File: config.mk
export PLATFORM = sky130hd
export DESIGN_NAME = conv_1x1_weight_streamer
export DESIGN_NICKNAME = d
export VERILOG_FILES = /design/src/rtl/conv_1x1_weight_streamer.sv
export SDC_FILE = /design/constraint.sdc
export NUM_CORES = 1
export LEC_CHECK = 0
export CAP_MARGIN = 20
export CORE_ASPECT_RATIO = 1.4
export CORE_MARGIN = 1.5
export CORE_UTILIZATION = 47
export CTS_CLUSTER_SIZE = 14
export DETAILED_ROUTE_END_ITERATION = 10
export PLACE_DENSITY = 0.78
export SLEW_MARGIN = 5
export SYNTH_ARGS = -nofsm -noshare
export SYNTH_HDL_FRONTEND = slang
export SYNTH_SLANG_ARGS = --single-unit
export TNS_END_PERCENT = 10
File: constraint.sdc
create_clock -name clk -period 3.5 [get_ports clk]
set_clock_uncertainty 0.05 [all_clocks]
set_input_delay 0.875 -clock clk [delete_from_list [all_inputs] [get_ports clk]]
set_output_delay 0.875 -clock clk [all_outputs]
set_load 0.005 [all_outputs]
File: src/rtl/conv_1x1_weight_streamer.sv
// rtl/conv_1x1_weight_streamer.sv - streams one 1x1 conv weight set from a 1-cycle-latency memory
// Output-channel major, input-channel minor; hold throttles read issue without loss.
module conv_1x1_weight_streamer #(
  parameter int DATA_WIDTH      = 32,
  parameter int CHANNEL_NUM_IN  = 2048,
  parameter int CHANNEL_NUM_OUT = 256,
  parameter int ADDR_WIDTH      = 20,
  parameter int BASE_ADDR       = 0,
  parameter int CNT_WIDTH       = 19
) (
  input  logic                  clk,
  input  logic                  reset,
  input  logic                  start,
  input  logic                  hold,
  output logic                  mem_rd_en,
  output logic [ADDR_WIDTH-1:0] mem_addr,
  input  logic [DATA_WIDTH-1:0] mem_data,
  output logic [DATA_WIDTH-1:0] weight_out,
  output logic                  valid_weight_out,
  output logic                  busy,
  output logic                  done
);

  localparam int unsigned          N    = CHANNEL_NUM_IN * CHANNEL_NUM_OUT;
  localparam logic [CNT_WIDTH-1:0] LAST = CNT_WIDTH'(N - 1);
  localparam logic [ADDR_WIDTH-1:0] BASE = ADDR_WIDTH'(BASE_ADDR);

  typedef enum logic [1:0] {IDLE, ISSUE, DRAIN, DONE} state_t;

  state_t               state;
  logic [CNT_WIDTH-1:0] issue_cnt;
  logic [CNT_WIDTH-1:0] recv_cnt;
  logic                 rd_pending;
  logic                 recv_done;

  function automatic logic [ADDR_WIDTH-1:0] addr_of(input logic [CNT_WIDTH-1:0] cnt);
    return BASE + ADDR_WIDTH'(cnt);
  endfunction

  always_ff @(posedge clk) begin
    if (reset) begin
      state            <= IDLE;
      issue_cnt        <= '0;
      recv_cnt         <= '0;
      rd_pending       <= 1'b0;
      recv_done        <= 1'b0;
      mem_rd_en        <= 1'b0;
      mem_addr         <= '0;
      weight_out       <= '0;
      valid_weight_out <= 1'b0;
      busy             <= 1'b0;
      done             <= 1'b0;
    end else begin
      rd_pending <= mem_rd_en;

      // recv_cnt may wrap to 0 when N == 2^CNT_WIDTH, so completion is a separate flag
      if (rd_pending) begin
        weight_out       <= mem_data;
        valid_weight_out <= 1'b1;
        recv_cnt         <= recv_cnt + 1'b1;
        recv_done        <= (recv_cnt == LAST);
      end else begin
        valid_weight_out <= 1'b0;
      end

      case (state)
        IDLE: begin
          mem_rd_en <= 1'b0;
          done      <= 1'b0;
          if (start) begin
            busy      <= 1'b1;
            recv_cnt  <= '0;
            recv_done <= 1'b0;
            mem_addr  <= BASE;
            if (!hold) begin
              mem_rd_en <= 1'b1;
              issue_cnt <= CNT_WIDTH'(1);
              state     <= (LAST == '0) ? DRAIN : ISSUE;
            end else begin
              issue_cnt <= '0;
              state     <= ISSUE;
            end
          end
        end

        ISSUE: begin
          // under hold the address parks on the next unread word
          mem_addr  <= addr_of(issue_cnt);
          mem_rd_en <= !hold;
          if (!hold) begin
            issue_cnt <= issue_cnt + 1'b1;
            if (issue_cnt == LAST) state <= DRAIN;
          end
        end

        DRAIN: begin
          mem_rd_en <= 1'b0;
          if (recv_done) begin
            state <= DONE;
            done  <= 1'b1;
            busy  <= 1'b0;
          end
        end

        DONE: begin
          mem_rd_en <= 1'b0;
          done      <= 1'b0;
          state     <= IDLE;
        end

        default: state <= IDLE;
      endcase
    end
  end

endmodule

Word level (Yosys, flattened, before mapping). Cells that the tools add are included.

Register bits after elaboration: 98. Output and inout port bits: 56. Word-level logic and storage cells: 60.

Add/subtract/negate cells: 2. Equal/unequal tests: 9. Muxes and demuxes: 26. Reductions and logical operators: 12.

Operators by type and width (count): 19-bit 2-to-1 mux (5); 20-bit case mux with 2 select lines (1); 19-bit by 1-bit adder with 19-bit output, second input constant (2); 19-bit == test, second input constant (2); 19-bit case mux with 2 select lines (1); 20-bit 2-to-1 mux (1); 1-bit 2-to-1 mux (10); 2-bit 2-to-1 mux (4); 2-bit != test, second input constant (4); 2-bit case mux with 4 select lines (1); 3-bit AND reduction (2); 2-bit nonzero test (3); 2-bit == test, second input constant (2); 1-bit case mux with 2 select lines (2); 2-bit AND reduction (2); 4-bit AND reduction (1); 2-bit OR reduction (2); 1-bit case mux with 3 select lines (1); 2-bit by 1-bit == test with 1-bit output, second input constant (1); 2-bit logical NOT (1); 1-bit logical NOT (1).

Depth between registers and ports, before layout.
Word-level depth: 4. Mapped depth: 10. Gate-level depth less buffers: 6.

Worst setup path after synthesis. Ideal clock, no wire load.

Path type: in2reg. Start: input port hold. End: register issue_cnt[13]. Library setup time: 135 ps. Arrival time: 2237 ps. Path slack: 1078 ps. Stages on the path: 6. Path buffers: 2. Cells stage by stage: and2_0 -> or4_1 -> clkbuf_2 -> buf_2 -> o311ai_0 -> o41ai_1.

Word-level cells in the longest chain between the ends: 2.

RTL lines: start, declared (line 14) `input logic hold,`; 2-bit != test (no line); 3-bit AND reduction (no line); end signal, assigned (line 91) `issue_cnt <= issue_cnt + 1'b1;`; end, declared (line 31) `logic [CNT_WIDTH-1:0] issue_cnt;`.

Every way passes these cells. A chain may end at the register's enable or synchronous reset.

Worst setup path after layout.
Start: input port start. End: register issue_cnt[11].

Word-level cells in the longest chain between the ends: 2.

RTL lines: start, declared (line 13) `input logic start,`; 2-bit != test (no line); 3-bit AND reduction (no line).

Every way passes these cells.

==> summary.txt <==
Setup path
  – Setup crit start kind: primary input
  – WP buf/inv: 1
  – Crit path kind: in -> reg
  – Worst r2r dst: issue_cnt[11]$_SDFFE_PP0P_
  – Worst EP arrival: 3.07 ns
  – R2r startpoint: state[0]$_SDFFE_PP0P_
  – CP Launch Point: start
  – Crit. End Element: flop
  – CP most frequent cell: or4_1
  – Slowest CP cell: or4_1
  – Crit-path leading delay family: simple AND/OR/NAND/NOR gates
  – Worst reg2reg setup slack: 0.98 ns
  – Max Fanout on Critical Path: 15
  – Critical path data required time: 3.72 ns
  – Reg2Reg Depth: 6
  – CP cell instances: clkdlybuf4s50_1, nor2b_4, or4_1, or4_1, a21oi_1
  – Slowest stage delay, CP: 0.76 ns

Worst hold path
  – Endpoint, Worst Hold: rd_pending$_SDFF_PP0_
  – Hold path depth: 1
  – Hold path start: mem_rd_en$_SDFF_PP0_
  – Worst hold path class: reg -> reg

Die
  – Total core area: approximately 8200 sq um
  – DIE WIDTH: 80.7 microns
  – Initial Util: 0.484
  – I/O pin total: 92
  – Die area: 9020 sq um
  – Die H: 112 microns
  – Std-Cell Rows: 39

Yosys
  – Area leader, netlist: dfxtp_1
  – Post-synth EDFFs: 0
  – Gate Count Post-Synth: around 430
  – Post-synth cell types: 44
  – Register area share after synthesis: 0.489
  – Ys Warns: 0
  – Synth area leaders: dfxtp_1 49%, mux2i_1 9.6%, nor2_1 6.7%, a22oi_1 3.8%, a21oi_1 2.5%
  – Avg Inst Size Synth: 9.26 sq um
  – Ys flop type: dfxtp_1
  – Synth top area share: 0.489
  – Synth Register Bits: 97
  – Asr flop ratio synth: 0
  – Mapped Area: slightly below 4000 sq um
  – Net Count, Synth: 470

Finish
  – # diodes: 0
  – Layout cell share with drive strength beyond 1: 0.0549
  – Fillers: 682
  – Layout area overhead: 31.0%
  – Final Net Count: 547
  – Final core utilization: 0.635

GRT
  – Initial antenna violation count: 0
  – Remaining Overflow, GRT: 0
  – First-pass GRT wire length: 14,900 microns
  – Vias in the first global route: ~3,200
  – Gr usage total: 0.212
  – Pin count of the biggest net entering global routing: 40

Placed design
  – Port Buffers: 90
  – Post-DP HPWL: 6460 microns
  – Setup slack after placement: 0.352 ns
  – Gpl congestion: approximately 0.8

Timing
  – Setup ws final: 0.652 ns
  – Tmin final: ~2.8 ns
  – Pins Over Slew Limit: 0
  – Fmax: 351 MHz
  – RSZ-0062 raised after global routing: no
  – Hold Fails Final Rpt: 0
  – Slew HR: 0.401
  – Min Hold Slack: 0.419 ns
  – Fin crit share: 0.814
  – Final setup viols: 0
  – Sum Neg Setup Slack: 0 ns
  – Worst Max-Slew Pin Slew: 0.885 ns

Routing
  – Met1 WL: 3940 microns
  – First-pass iteration count of the detailed router: 4
  – Post-route ant nets: 0
  – Final wirelength: approximately 9200 microns
  – Met2 routed WL: 4720 microns
  – DR top layer: met4
  – DR DRC count: 0
  – 1st-iter DRT viols: 152
  – WL/cell: 15.1 microns
  – Vias/cell: 5.46
  – Vias: 3,339
  – Met3 WL: approximately 430 microns

Power
  – Max IR drop VDD: between 0.3 and 0.4 mV
  – Power density of the placed cells: 507 nW/um^2
  – Pleak: around 1.8 nW

Outcome
  – Status: complete, no violations

Clock tree
  – H-Tree Depth: 3
  – CTS tree: yes
  – Worst-Skew Late Latency: 0.34 ns
  – Post-CTS Hold Buffers: 0
  – Post-CTS Setup Bufs: 0
  – CTS buffer count: 9
  – CTS root buf: clkbuf_16
  – Resized cells post-CTS: 0
  – Clk buf depth: 2
  – Worst-path clk slew: 0.07 ns
  – Clock Sinks: 97

Run
  – Max Cap Viol: 0
-- layout by cell type (no fill, tap or decap), types with 2 or more instances in the layout --
cell type / count
or3_1: 8
xnor2_1: 7
and4_1: 5
inv_1: 6
or4_1: 7
clkinvlp_4: 2
nor2_1: 71
xor2_1: 6
nand4_1: 8
mux2i_1: 38
o31ai_1: 6
nand3_1: 14
o311ai_0: 2
and3_1: 5
dfxtp_1: 96
nand2b_1: 9
buf_4: 4
nor3_1: 6
nand2_1: 17
nor2b_1: 4
ha_1: 5
or2_2: 2
nor4_1: 5
a21oi_1: 20
clkdlybuf4s50_1: 89
o41ai_1: 2
clkbuf_16: 9
o21a_1: 4
o21ai_0: 11
a31o_2: 3
and2_1: 2
a22oi_1: 20
-- cell families (layout without fill, tap and decap cells) --
group	Yosys count	after routing	share of synthesized area
AOI/OAI and AO/OA	73	73	0.121
DFF	97	97	0.489
muxes	39	39	0.0986
other	1	1	0.000944
and+or+nand+nor	166	166	0.208
buffers and inverters	35	116	0.0384
adders and majority gates	5	5	0.0158
xor gates and xnor gates	13	13	0.0287
-- metal layers --
metal	vias to the layer above	track usage
li1	1663	-
met1	1584	0.246
met2	80	0.364
met3	12	0.0574
met4	0	0.0862
met5	-	0
-- synthesized netlist by cell type, drive strengths merged (6+ instances only) --
| cell | count |
|---|---|
| inv | 6 |
| nand4 | 8 |
| xor2 | 6 |
| o21ai | 11 |
| nand2b | 9 |
| nand2 | 17 |
| or3 | 8 |
| a22oi | 20 |
| or4 | 7 |
| dfxtp | 97 |
| buf | 7 |
| o31ai | 6 |
| mux2i | 38 |
| xnor2 | 7 |
| clkbuf | 22 |
| nand3 | 14 |
| nor3 | 6 |
| a21oi | 20 |
| nor2 | 71 |
-- worst max path at each step --
| stage | to | slack [ns] | cells past startpoint |
|---|---|---|---|
| 2_1_floorplan | issue_cnt[13]$_SDFFE_PP0P_ | 1.08 | 6 |
| 3_3_place_gp | issue_cnt[11]$_SDFFE_PP0P_ | 0.37 | 5 |
| 3_5_place_dp | issue_cnt[11]$_SDFFE_PP0P_ | 0.35 | 5 |
| 4_1_cts | issue_cnt[11]$_SDFFE_PP0P_ | 0.70 | 5 |
| 5_1_grt | issue_cnt[11]$_SDFFE_PP0P_ | 0.51 | 5 |
| 6_report | issue_cnt[11]$_SDFFE_PP0P_ | 0.65 | 5 |
-- flip-flops by register name, summed over array words and instances (netlist names) --
signal            count
recv_cnt             19
mem_addr             19
done                  1
mem_rd_en             1
issue_cnt            19
recv_done             1
rd_pending            1
busy                  1
state                 2
weight_out           32
valid_weight_out      1
-- power breakdown --
group	switching (mW)	internal [mW]	total (mW)
registers	0.0284	1.14	1.17
logic	0.279	0.214	0.492
clock network	0.404	0.571	0.975
-- layout make-up --
class,instances,area (sq um),share of cell area
sequential,97,1940,0.373
multi-input combinational,297,1880,0.361
timing repair buffer,95,937,0.180
clock buffer,11,243,0.0466
tap,102,128,0.0245
clock inverter,4,53.8,0.0103
inverter,6,22.5,0.00433
-- worst reg2reg max path: cells and delay by family (launching register included) --
family	cells	cell delay (ns)
AO/OA/AOI/OAI	1	0.15
adder cells (fa/ha/maj)	1	0.30
buffers and inverters	1	0.08
flip-flops	1	0.36
AND/OR/NAND/NOR	3	1.54
-- metrics by stage --
| step | cell area (sq um) | power [mW] | std cells |
|---|---|---|---|
| floorplan | 3970 | 1.53 | 429 |
| global placement | 4900 | 1.66 | 596 |
| detailed placement | 4910 | 1.68 | 597 |
| CTS | 5200 | 2.65 | 612 |
| global route | 5200 | 2.76 | 612 |
| finish | 5200 | 2.64 | 612 |
No activity file was read; power rests on OpenSTA's default activity.
